==> config.mk <==
export PLATFORM = sky130hd
export DESIGN_NAME = scr1_accel_vmul
export DESIGN_NICKNAME = d
export VERILOG_FILES = /design/src/rtl/scr1_accel_vmul.sv
export SDC_FILE = /design/constraint.sdc
export NUM_CORES = 2
export LEC_CHECK = 0
export ABC_CLOCK_PERIOD_IN_PS = 19500
export CAP_MARGIN = 40
export CORE_UTILIZATION = 55
export DETAILED_ROUTE_END_ITERATION = 16
export DONT_BUFFER_PORTS = 1
export GPL_TIMING_DRIVEN = 1
export PLACE_DENSITY = 0.68
export SYNTH_ARGS = -nofsm -noshare
export SYNTH_HDL_FRONTEND = slang
export SYNTH_SLANG_ARGS = --single-unit
==> constraint.sdc <==
create_clock -name clk -period 19.5 [get_ports clk]
set_clock_uncertainty 0.05 [all_clocks]
set_input_delay 1.95 -clock clk [delete_from_list [all_inputs] [get_ports clk]]
set_output_delay 1.95 -clock clk [all_outputs]
set_load 0.05 [all_outputs]
==> src/rtl/scr1_accel_vmul.sv <==
// Lane-wise vector multiply accelerator (MUL / MAC / DOT) on the SCR1 data-memory bus.
// Optional completion interrupt port enabled by defining SCR1_ACCEL_VMUL_IRQ_EN.

package scr1_accel_vmul_pkg;
    localparam int SCR1_DMEM_AWIDTH = 32;
    localparam int SCR1_DMEM_DWIDTH = 32;

    typedef enum logic {
        SCR1_MEM_CMD_RD = 1'b0,
        SCR1_MEM_CMD_WR = 1'b1
    } type_scr1_mem_cmd_e;

    typedef enum logic [1:0] {
        SCR1_MEM_WIDTH_BYTE  = 2'b00,
        SCR1_MEM_WIDTH_HWORD = 2'b01,
        SCR1_MEM_WIDTH_WORD  = 2'b10
    } type_scr1_mem_width_e;

    typedef enum logic [1:0] {
        SCR1_MEM_RESP_NOTRDY = 2'b00,
        SCR1_MEM_RESP_RDY_OK = 2'b01,
        SCR1_MEM_RESP_RDY_ER = 2'b10
    } type_scr1_mem_resp_e;
endpackage

module scr1_accel_vmul
    import scr1_accel_vmul_pkg::*;
#(
    parameter int LANE_W = 8,
    parameter int DEPTH  = 8
)(
    input  logic                        clk,
    input  logic                        rst_n,
    input  logic                        dmem_req,
    input  type_scr1_mem_cmd_e          dmem_cmd,
    input  type_scr1_mem_width_e        dmem_width,
    input  logic [SCR1_DMEM_AWIDTH-1:0] dmem_addr,
    input  logic [SCR1_DMEM_DWIDTH-1:0] dmem_wdata,
    output logic                        dmem_req_ack,
    output logic [SCR1_DMEM_DWIDTH-1:0] dmem_rdata,
    output type_scr1_mem_resp_e         dmem_resp
`ifdef SCR1_ACCEL_VMUL_IRQ_EN
    ,
    output logic                        irq
`endif
);

    localparam int LANES = 32 / LANE_W;
    localparam int IW    = (DEPTH > 1) ? $clog2(DEPTH) : 1;
    localparam int LW    = (LANES > 1) ? $clog2(LANES) : 1;

    localparam logic [1:0] ST_IDLE = 2'd0;
    localparam logic [1:0] ST_RUN  = 2'd1;
    localparam logic [1:0] ST_DONE = 2'd2;

    localparam logic [1:0] MODE_MAC = 2'd1;
    localparam logic [1:0] MODE_DOT = 2'd2;

    localparam logic [8:0] IDX_CTRL   = 9'd0;
    localparam logic [8:0] IDX_COUNT  = 9'd1;
    localparam logic [8:0] IDX_LEN    = 9'd2;
    localparam logic [8:0] IDX_SCALAR = 9'd3;
    localparam logic [8:0] BASE_A     = 9'd16;
    localparam logic [8:0] BASE_B     = 9'(16 + DEPTH);
    localparam logic [8:0] BASE_C     = 9'(16 + 2 * DEPTH);
    localparam logic [8:0] BASE_END   = 9'(16 + 3 * DEPTH);

    localparam logic [6:0]    DEPTH_L   = 7'(DEPTH);
    localparam logic [LW-1:0] LAST_LANE = LW'(LANES - 1);

    logic [1:0]    r_state;
    logic [1:0]    r_mode;
    logic          r_irq_en;
    logic          r_done;
    logic [15:0]   r_count;
    logic [6:0]    r_len;
    logic [31:0]   r_scalar;
    logic [IW-1:0] r_word;
    logic [LW-1:0] r_lane;
    logic [31:0]   r_buf_a [DEPTH];
    logic [31:0]   r_buf_b [DEPTH];
    logic [31:0]   r_buf_c [DEPTH];
    logic          r_resp_ok;
    logic [31:0]   r_rdata;

    logic          w_busy;
    logic          w_wr;
    logic          w_rd;
    logic          w_go;
    logic [8:0]    w_widx;
    logic          w_hit_a;
    logic          w_hit_b;
    logic          w_hit_c;
    logic [8:0]    w_off_a;
    logic [8:0]    w_off_b;
    logic [8:0]    w_off_c;
    logic [IW-1:0] w_ia;
    logic [IW-1:0] w_ib;
    logic [IW-1:0] w_ic;
    logic [3:0]    w_be;
    logic [31:0]   w_bmask;
    logic [31:0]   w_wdata_r;
    logic [31:0]   w_rword;
    logic          w_unused_addr;

    logic [31:0]           w_a_word;
    logic [31:0]           w_b_word;
    logic [31:0]           w_c_word;
    logic [LANE_W-1:0]     w_a_lane;
    logic [LANE_W-1:0]     w_b_lane;
    logic [LANE_W-1:0]     w_c_lane;
    logic [2*LANE_W-1:0]   w_prod;
    logic [LANE_W-1:0]     w_c_lane_new;
    logic [31:0]           w_c_word_new;
    logic [31:0]           w_dot_add;
    logic [6:0]            w_eff_len;
    logic                  w_empty;
    logic                  w_last;

    function automatic logic [31:0] f_merge(input logic [31:0] old_v,
                                            input logic [31:0] new_v,
                                            input logic [31:0] mask);
        return (old_v & ~mask) | (new_v & mask);
    endfunction

    assign dmem_req_ack  = 1'b1;
    assign dmem_resp     = r_resp_ok ? SCR1_MEM_RESP_RDY_OK : SCR1_MEM_RESP_NOTRDY;
    assign dmem_rdata    = r_rdata;
    assign w_unused_addr = ^dmem_addr[31:10];

    assign w_busy = (r_state == ST_RUN);
    assign w_wr   = dmem_req && (dmem_cmd == SCR1_MEM_CMD_WR);
    assign w_rd   = dmem_req && (dmem_cmd == SCR1_MEM_CMD_RD);

    // Bus address decode
    assign w_widx  = {1'b0, dmem_addr[9:2]};
    assign w_hit_a = (w_widx >= BASE_A) && (w_widx < BASE_B);
    assign w_hit_b = (w_widx >= BASE_B) && (w_widx < BASE_C);
    assign w_hit_c = (w_widx >= BASE_C) && (w_widx < BASE_END);
    assign w_off_a = w_widx - BASE_A;
    assign w_off_b = w_widx - BASE_B;
    assign w_off_c = w_widx - BASE_C;
    assign w_ia    = w_off_a[IW-1:0];
    assign w_ib    = w_off_b[IW-1:0];
    assign w_ic    = w_off_c[IW-1:0];

    // Sub-word data arrives in the low bits; replicate it so every lane sees it
    always_comb begin
        w_be      = 4'b1111;
        w_wdata_r = dmem_wdata;
        case (dmem_width)
            SCR1_MEM_WIDTH_BYTE: begin
                w_be      = 4'b0001 << dmem_addr[1:0];
                w_wdata_r = {4{dmem_wdata[7:0]}};
            end
            SCR1_MEM_WIDTH_HWORD: begin
                w_be      = dmem_addr[1] ? 4'b1100 : 4'b0011;
                w_wdata_r = {2{dmem_wdata[15:0]}};
            end
            default: begin
                w_be      = 4'b1111;
                w_wdata_r = dmem_wdata;
            end
        endcase
    end

    assign w_bmask = {{8{w_be[3]}}, {8{w_be[2]}}, {8{w_be[1]}}, {8{w_be[0]}}};
    assign w_go    = w_wr && (w_widx == IDX_CTRL) && w_be[0] && w_wdata_r[0] && !w_busy;

    always_comb begin
        w_rword = '0;
        if (w_widx == IDX_CTRL)
            w_rword = {r_done, 27'b0, r_irq_en, r_mode, w_busy};
        else if (w_widx == IDX_COUNT)
            w_rword = {16'b0, r_count};
        else if (w_widx == IDX_LEN)
            w_rword = {25'b0, r_len};
        else if (w_widx == IDX_SCALAR)
            w_rword = r_scalar;
        else if (w_hit_a)
            w_rword = r_buf_a[w_ia];
        else if (w_hit_b)
            w_rword = r_buf_b[w_ib];
        else if (w_hit_c)
            w_rword = r_buf_c[w_ic];
    end

    assign w_a_word = r_buf_a[r_word];
    assign w_b_word = r_buf_b[r_word];
    assign w_c_word = r_buf_c[r_word];
    assign w_a_lane = w_a_word[r_lane*LANE_W +: LANE_W];
    assign w_b_lane = w_b_word[r_lane*LANE_W +: LANE_W];
    assign w_c_lane = w_c_word[r_lane*LANE_W +: LANE_W];
    assign w_prod   = (2*LANE_W)'(w_a_lane) * (2*LANE_W)'(w_b_lane);

    assign w_c_lane_new = (r_mode == MODE_MAC) ? (w_c_lane + w_prod[LANE_W-1:0])
                                               : w_prod[LANE_W-1:0];

    always_comb begin
        w_c_word_new = w_c_word;
        w_c_word_new[r_lane*LANE_W +: LANE_W] = w_c_lane_new;
    end

    generate
        if (2 * LANE_W >= 32) begin : g_dot_trunc
            assign w_dot_add = w_prod[31:0];
        end else begin : g_dot_ext
            assign w_dot_add = 32'(w_prod);
        end
    endgenerate

    assign w_eff_len = (r_len > DEPTH_L) ? DEPTH_L : r_len;
    assign w_empty   = (w_eff_len == 7'd0);
    assign w_last    = w_empty ||
                       ((r_lane == LAST_LANE) && (7'(r_word) == (w_eff_len - 7'd1)));

    always_ff @(posedge clk or negedge rst_n) begin
        if (!rst_n) begin
            r_state   <= ST_IDLE;
            r_mode    <= '0;
            r_irq_en  <= 1'b0;
            r_done    <= 1'b0;
            r_count   <= '0;
            r_len     <= '0;
            r_scalar  <= '0;
            r_word    <= '0;
            r_lane    <= '0;
            r_resp_ok <= 1'b0;
            r_rdata   <= '0;
            for (int unsigned i = 0; i < DEPTH; i++) begin
                r_buf_a[i] <= '0;
                r_buf_b[i] <= '0;
                r_buf_c[i] <= '0;
            end
        end else begin
            r_resp_ok <= dmem_req;
            if (w_rd)
                r_rdata <= w_rword >> {dmem_addr[1:0], 3'b000};

            if (w_wr && (w_widx == IDX_CTRL)) begin
                if (w_be[0])
                    r_irq_en <= w_wdata_r[3];
                if (w_be[0] && !w_busy)
                    r_mode <= w_wdata_r[2:1];
                if (w_be[3] && w_wdata_r[31])
                    r_done <= 1'b0;
            end

            if (w_wr && !w_busy) begin
                if ((w_widx == IDX_LEN) && w_be[0])
                    r_len <= w_wdata_r[6:0];
                if (w_widx == IDX_SCALAR)
                    r_scalar <= f_merge(r_scalar, w_wdata_r, w_bmask);
                if (w_hit_a)
                    r_buf_a[w_ia] <= f_merge(r_buf_a[w_ia], w_wdata_r, w_bmask);
                if (w_hit_b)
                    r_buf_b[w_ib] <= f_merge(r_buf_b[w_ib], w_wdata_r, w_bmask);
                if (w_hit_c)
                    r_buf_c[w_ic] <= f_merge(r_buf_c[w_ic], w_wdata_r, w_bmask);
            end

            // FSM follows the bus writes so a DONE set overrides a same-cycle W1C
            case (r_state)
                ST_IDLE, ST_DONE: begin
                    if (w_go) begin
                        r_state <= ST_RUN;
                        r_count <= '0;
                        r_done  <= 1'b0;
                        r_word  <= '0;
                        r_lane  <= '0;
                    end
                end
                ST_RUN: begin
                    if (r_count != 16'hFFFF)
                        r_count <= r_count + 16'd1;
                    if (!w_empty) begin
                        if (r_mode == MODE_DOT)
                            r_scalar <= r_scalar + w_dot_add;
                        else
                            r_buf_c[r_word] <= w_c_word_new;
                    end
                    if (w_last) begin
                        r_state <= ST_DONE;
                        r_done  <= 1'b1;
                    end else if (r_lane == LAST_LANE) begin
                        r_lane <= '0;
                        r_word <= r_word + 1'b1;
                    end else begin
                        r_lane <= r_lane + 1'b1;
                    end
                end
                default: r_state <= ST_IDLE;
            endcase
        end
    end

`ifdef SCR1_ACCEL_VMUL_IRQ_EN
    logic r_irq;

    always_ff @(posedge clk or negedge rst_n) begin
        if (!rst_n)
            r_irq <= 1'b0;
        else
            r_irq <= r_done & r_irq_en;
    end

    assign irq = r_irq;
`endif

endmodule

# Word-level counts from Yosys, hierarchy flattened
# Cells that the tools add are included.
# Widths: inputs -> output; s select.
dict set report op_classes {
  addsub 10
  magnitude_cmp 15
  n_eq_ne 16
  div 0
  multipliers 1
  mux 73
  n_shift 7
  bitwise 15
  reduce_logical 35
}
# operator n
set ops {}
lappend ops {{$mux 256} 5}
lappend ops {{$bwmux 256} 4}
lappend ops {{$mux 32} 28}
lappend ops {{$bmux 32 s3} 6}
lappend ops {{$demux 32 s3} 4}
lappend ops {{$and 32x32->32} 5}
lappend ops {{$or 32x32->32} 4}
lappend ops {{$shiftx 32x6->8} 3}
lappend ops {{$pmux 32 s2} 1}
lappend ops {{$neg 5->34} 1}
lappend ops {{$shift 8x34->32 const A} 1}
lappend ops {{$shiftx 8x34->32} 1}
lappend ops {{$add 32x16->32} 1}
lappend ops {{$bwmux 32} 1}
lappend ops {{$mux 16} 2}
lappend ops {{$not 32->32} 1}
lappend ops {{$pmux 16 s2} 1}
lappend ops {{$shr 32x5->32} 1}
lappend ops {{$logic_and 1x1->1} 18}
lappend ops {{$add 16x1->16 const B} 1}
lappend ops {{$eq 8x2->1 const B} 2}
lappend ops {{$ge 4x4->1 const B} 4}
lappend ops {{$ge 8x5->1 const B} 2}
lappend ops {{$lt 4x1->1 const B} 4}
lappend ops {{other kinds (40)} 71}
dict set report totals {
  regBits 867
  memories 0
  latch_bits 0
  mem_bits_rw 0
  output_inout_bits 35
  word_cells 207
  rom_bits 0
}

# Longest topological paths before layout
dict set report logic_depth {
  ltp_word 14
  mapped_depth 31
}

# Least setup slack after synthesis
# No wires, ideal clock.
dict set report synth_path {
  path_type {flip-flop to flip-flop}
  start {register r_word[2]}
  end {register r_scalar[29]}
  required_time_ns 19.326
  n_path_buf 4
  setup_time_ns 0.124
  setup_slack_ns 11.775
  path_stages_with_launch 31
  t_arrival_ns 7.551
  cell_sequence {dfrtp_1 buf_2 buf_2 buf_2 buf_1 mux4_2 mux4_2 mux2i_1 nor2_1 fa_1 inv_1 fa_1 inv_1 fa_1 inv_1 fa_1 inv_1 ha_1 nor2b_1 nor4_1 nor2_1 a21oi_1 xnor2_1 ha_1 a21o_1 a21o_1 a211oi_1 o21ai_1 and2_1 and4_1 o31a_1}
}
dict set report synth_between {
  elab_chain_cells 10
}
# element line
set synth_rtl {}
lappend synth_rtl {{start: declaration} 78} ;# logic [IW-1:0] r_word;
lappend synth_rtl {{start signal: assignment} 287} ;# r_word <= r_word + 1'b1;
lappend synth_rtl {{$not 3->4 (not written as such) *} {188, 189}}
lappend synth_rtl {{$bmux 32 s3, on equally long branches} {188, 189}}
lappend synth_rtl {{$mux 32, on equally long branches (2 in a row)} {188, 189}}
lappend synth_rtl {{$shiftx 32x6->8, on equally long branches} {191, 192}}
lappend synth_rtl {{$mul 8x8->16 *} 194} ;# assign w_prod = (2*LANE_W)'(w_a_lane) * (2*LANE_W)'(w_b_lane);
lappend synth_rtl {{$add 32x16->32 *} 278} ;# r_scalar <= r_scalar + w_dot_add;
lappend synth_rtl {{$mux 32 *} 277} ;# if (r_mode == MODE_DOT)
lappend synth_rtl {{$mux 32 *} 276} ;# if (!w_empty) begin
lappend synth_rtl {{$mux 32 *} 263} ;# case (r_state)
lappend synth_rtl {{end signal: assignment} 253} ;# r_scalar <= f_merge(r_scalar, w_wdata_r, w_bmask);
lappend synth_rtl {{end signal: assignment} 278}
lappend synth_rtl {{end: declaration} 77} ;# logic [31:0] r_scalar;
# Mark *: on every way between the ends. The rest lies on a longest branch, timed or not. The select of a mux whose other input is x is not followed.
# A chain may end at the register's enable or synchronous reset.

# Worst setup path in the final report
dict set report layout_path {
  start {register r_word[1]}
  end {register r_scalar[29]}
}
# Same word-level chain as after synthesis.

==> metrics.txt <==
via count 46540; count of pins over their slew limit 0; largest net degree at the start of global routing 868; leading area contributor after synthesis dfrtp_1; Chip Height 313.5 um; first-pass GRT wire length 310000 um; Rel. slew slack 0.1590; P per Cell Area 74.15 nW/um2; Cell variety after synth 91; post-layout min period 10.25 ns; first-pass iteration count of the detailed router 7; Post-Route Setup TNS 0 ns; Syn. warnings 0; beginning of the worst hold path r_buf_b[113]; final WL 214300 um; Mapped Cells 5191; sequential element share of the synthesized area 0.4066; syn_nets 5369; Area Overhead vs Synth 9.590%; H-tree depth 3; achievable frequency 0.09754 GHz; Reg clk slew, reported paths 0.07 ns; clock sink count 867; Hold-fix buffers, CTS 0; RR Endpoint r_scalar[29]; simple-gate portion of the synthesized area 0.1104; status finished clean; Num CTS Buffers 99; critical path required time 20.05 ns; number of vias per cell 7.272; post-CTS setup buffer count 0; xor-xnor portion of the synthesized cell area 0.007550; most common cell after layout, fill and taps aside dfrtp_1; drt wl/cell 33.49 um; hold endpoint r_buf_b[113]; worst r2r src r_word[1]; # nets final 5221; worst-margin pin slew 1.261 ns; Crit Path Category flip-flop to flip-flop; CTS tree built; clk buf depth 3; final hold violations 0; final period utilization 0.5257; Port-buffer cells 0; DR DRC count 0; r2r setup slk 9.25 ns; # fillers 7891; worst-path maximum fanout 88; leading cell types in the layout, fill and taps excluded 864 x dfrtp_1, 694 x nand2_1, 478 x o21ai_0; Max Cap Viol 0; EDFF count, synth 0; Syn Area/Cell 10.28 um2; Cell Area, Synth 53360 um2; crit end category flip-flop; Skew-Pair Late Insertion Delay 0.72 ns; ys flop type dfrtp_1; Yosys top cell area share 0.4066; total track usage 0.4330; full die area 98280 um2; layout cell share with drive strength beyond 1 0.2001; hold path depth 2; leak pwr 24.46 nW; Cells after DPL 6199; final cell count without fillers 6400; core footprint 95580 um2; clk root buf clkbuf_16; Routed Antenna Nets 0; Die X-Extent 313.5 um; initial core utilization 0.5583; Arr. time, crit path 10.80 ns; Critical-path top delay cell dfrtp_4; hold_ws 0.4506 ns; number of global-route vias before repair 44240; Async S/R FF share, synth 1.000; synth top area cells dfrtp_1 41%, mux4_2 11%, mux2_2 7.5%; CP max stage delay 0.84 ns; Yosys reg bits 867; First DRT Iteration DRCs 7076; Ports 105; utilization after layout 0.6119; adder-cell share of the synthesized area 0.03067; GP Congestion 1.020; post-synthesis compound-gate area fraction 0.1766; IR drop worst, VDD 0.08277 mV; final setup fails 0; GRT overflow 0; Std-Cell Rows 113; mux cell area share after synthesis 0.2299; setup repair after global routing missed its margin no; type of origin of the critical path flip-flop; reg2reg path depth 29; detailed placement HPWL 138000 um; Tightest Hold Check Type flip-flop to flip-flop; Pwr Total 4.337 mW; post-CTS sizing 0; initial antenna violation count 14; largest family of logic cells by synthesized area multiplexers
==> worst max path at each step <==
| stage | startpoint | endpoint |
|---|---|---|
| 2_1_floorplan | r_word[2] | r_scalar[29] |
| 3_3_place_gp | r_word[1] | r_scalar[29] |
| 3_5_place_dp | r_word[1] | r_scalar[29] |
| 4_1_cts | r_word[1] | r_scalar[29] |
| 5_1_grt | r_word[1] | r_scalar[29] |
| 6_report | r_word[1] | r_scalar[29] |
==> cell families after synthesis <==
kind of cell    count (synthesis)
simple gates                 1363
buf+inv                       490
other cells                     2
fa+ha+maj                     108
compound gates               1456
mux                           859
flops                         867
xor+xnor                       46
==> registers in the layout (all words and copies together) (netlist names) <==
register    count
r_count        16
r_scalar       32
r_buf_b       256
r_buf_a       256
r_mode          2
dmem_rdata     32
r_state         2
r_resp_ok       1
r_done          1
r_word          3
r_len           7
r_lane          2
r_buf_c       256
r_irq_en        1
==> report_power, final <==
| group | internal (mW) | total [mW] | switching [mW] |
|---|---|---|---|
| Sequential | 1.85 | 1.91 | 0.0601 |
| Combinational | 0.134 | 0.427 | 0.293 |
| Clock | 1.19 | 2.00 | 0.813 |
==> metal layers <==
| layer | track usage | part of all wire | vias up |
|---|---|---|---|
| li1 | - | - | 19080 |
| met1 | 0.5569 | 0.36 | 23110 |
| met2 | 0.6059 | 0.41 | 3429 |
| met3 | 0.1566 | 0.14 | 896 |
| met4 | 0.3068 | 0.086 | 20 |
| met5 | 0 | 0.00059 | - |
==> per-stage QoR <==
step	setup slack [ns]	area [um2]
4_1_cts	9.370	58320
5_1_grt	8.965	58460
6_report	9.248	58480
3_5_place_dp	9.404	54840
2_1_floorplan	11.77	53360
3_3_place_gp	9.197	54290
==> cells in the mapped netlist, types with 20 or more instances <==
cell,number
a211o_1,53
a211oi_1,52
a21o_1,31
a21oi_1,212
a221o_1,33
a221oi_1,34
a22o_1,26
a22oi_1,67
a31oi_1,30
and2_1,22
and3_1,23
buf_1,40
buf_2,87
clkbuf_1,265
dfrtp_1,867
fa_1,38
ha_1,70
inv_1,71
mux2_2,356
mux2i_1,243
mux4_2,254
nand2_1,710
nand2b_1,22
nand3_1,60
nand4_1,24
nor2_1,333
nor2b_1,26
nor3_1,46
o211ai_1,131
o21ai_0,479
o21ai_1,58
o221ai_1,32
o22a_1,20
o22ai_1,64
xnor2_1,23
xor2_1,23
==> critical path: cells and delay by family, from the launching register on <==
family | cells | cell delay, ns
flip-flops | 1 | 0.84
multiplexers | 3 | 1.80
AND/OR/NAND/NOR | 6 | 1.28
buffers and inverters | 7 | 1.62
AO/OA/AOI/OAI | 6 | 1.49
XOR/XNOR | 1 | 0.26
adder cells (fa/ha/maj) | 6 | 2.73
==> area by class of cell <==
cell class,instances,area [um2],area share
diodes,12,30.03,0.0005135
clock buffers,153,3023,0.05169
clock inverters,28,451.7,0.007724
inverters,78,294.0,0.005028
multi-input cells,3834,29850,0.5104
flip-flops and latches,867,21710,0.3712
well taps,1265,1583,0.02706
repair buffers,163,1541,0.02636
Power figures use the tool's default switching activity.
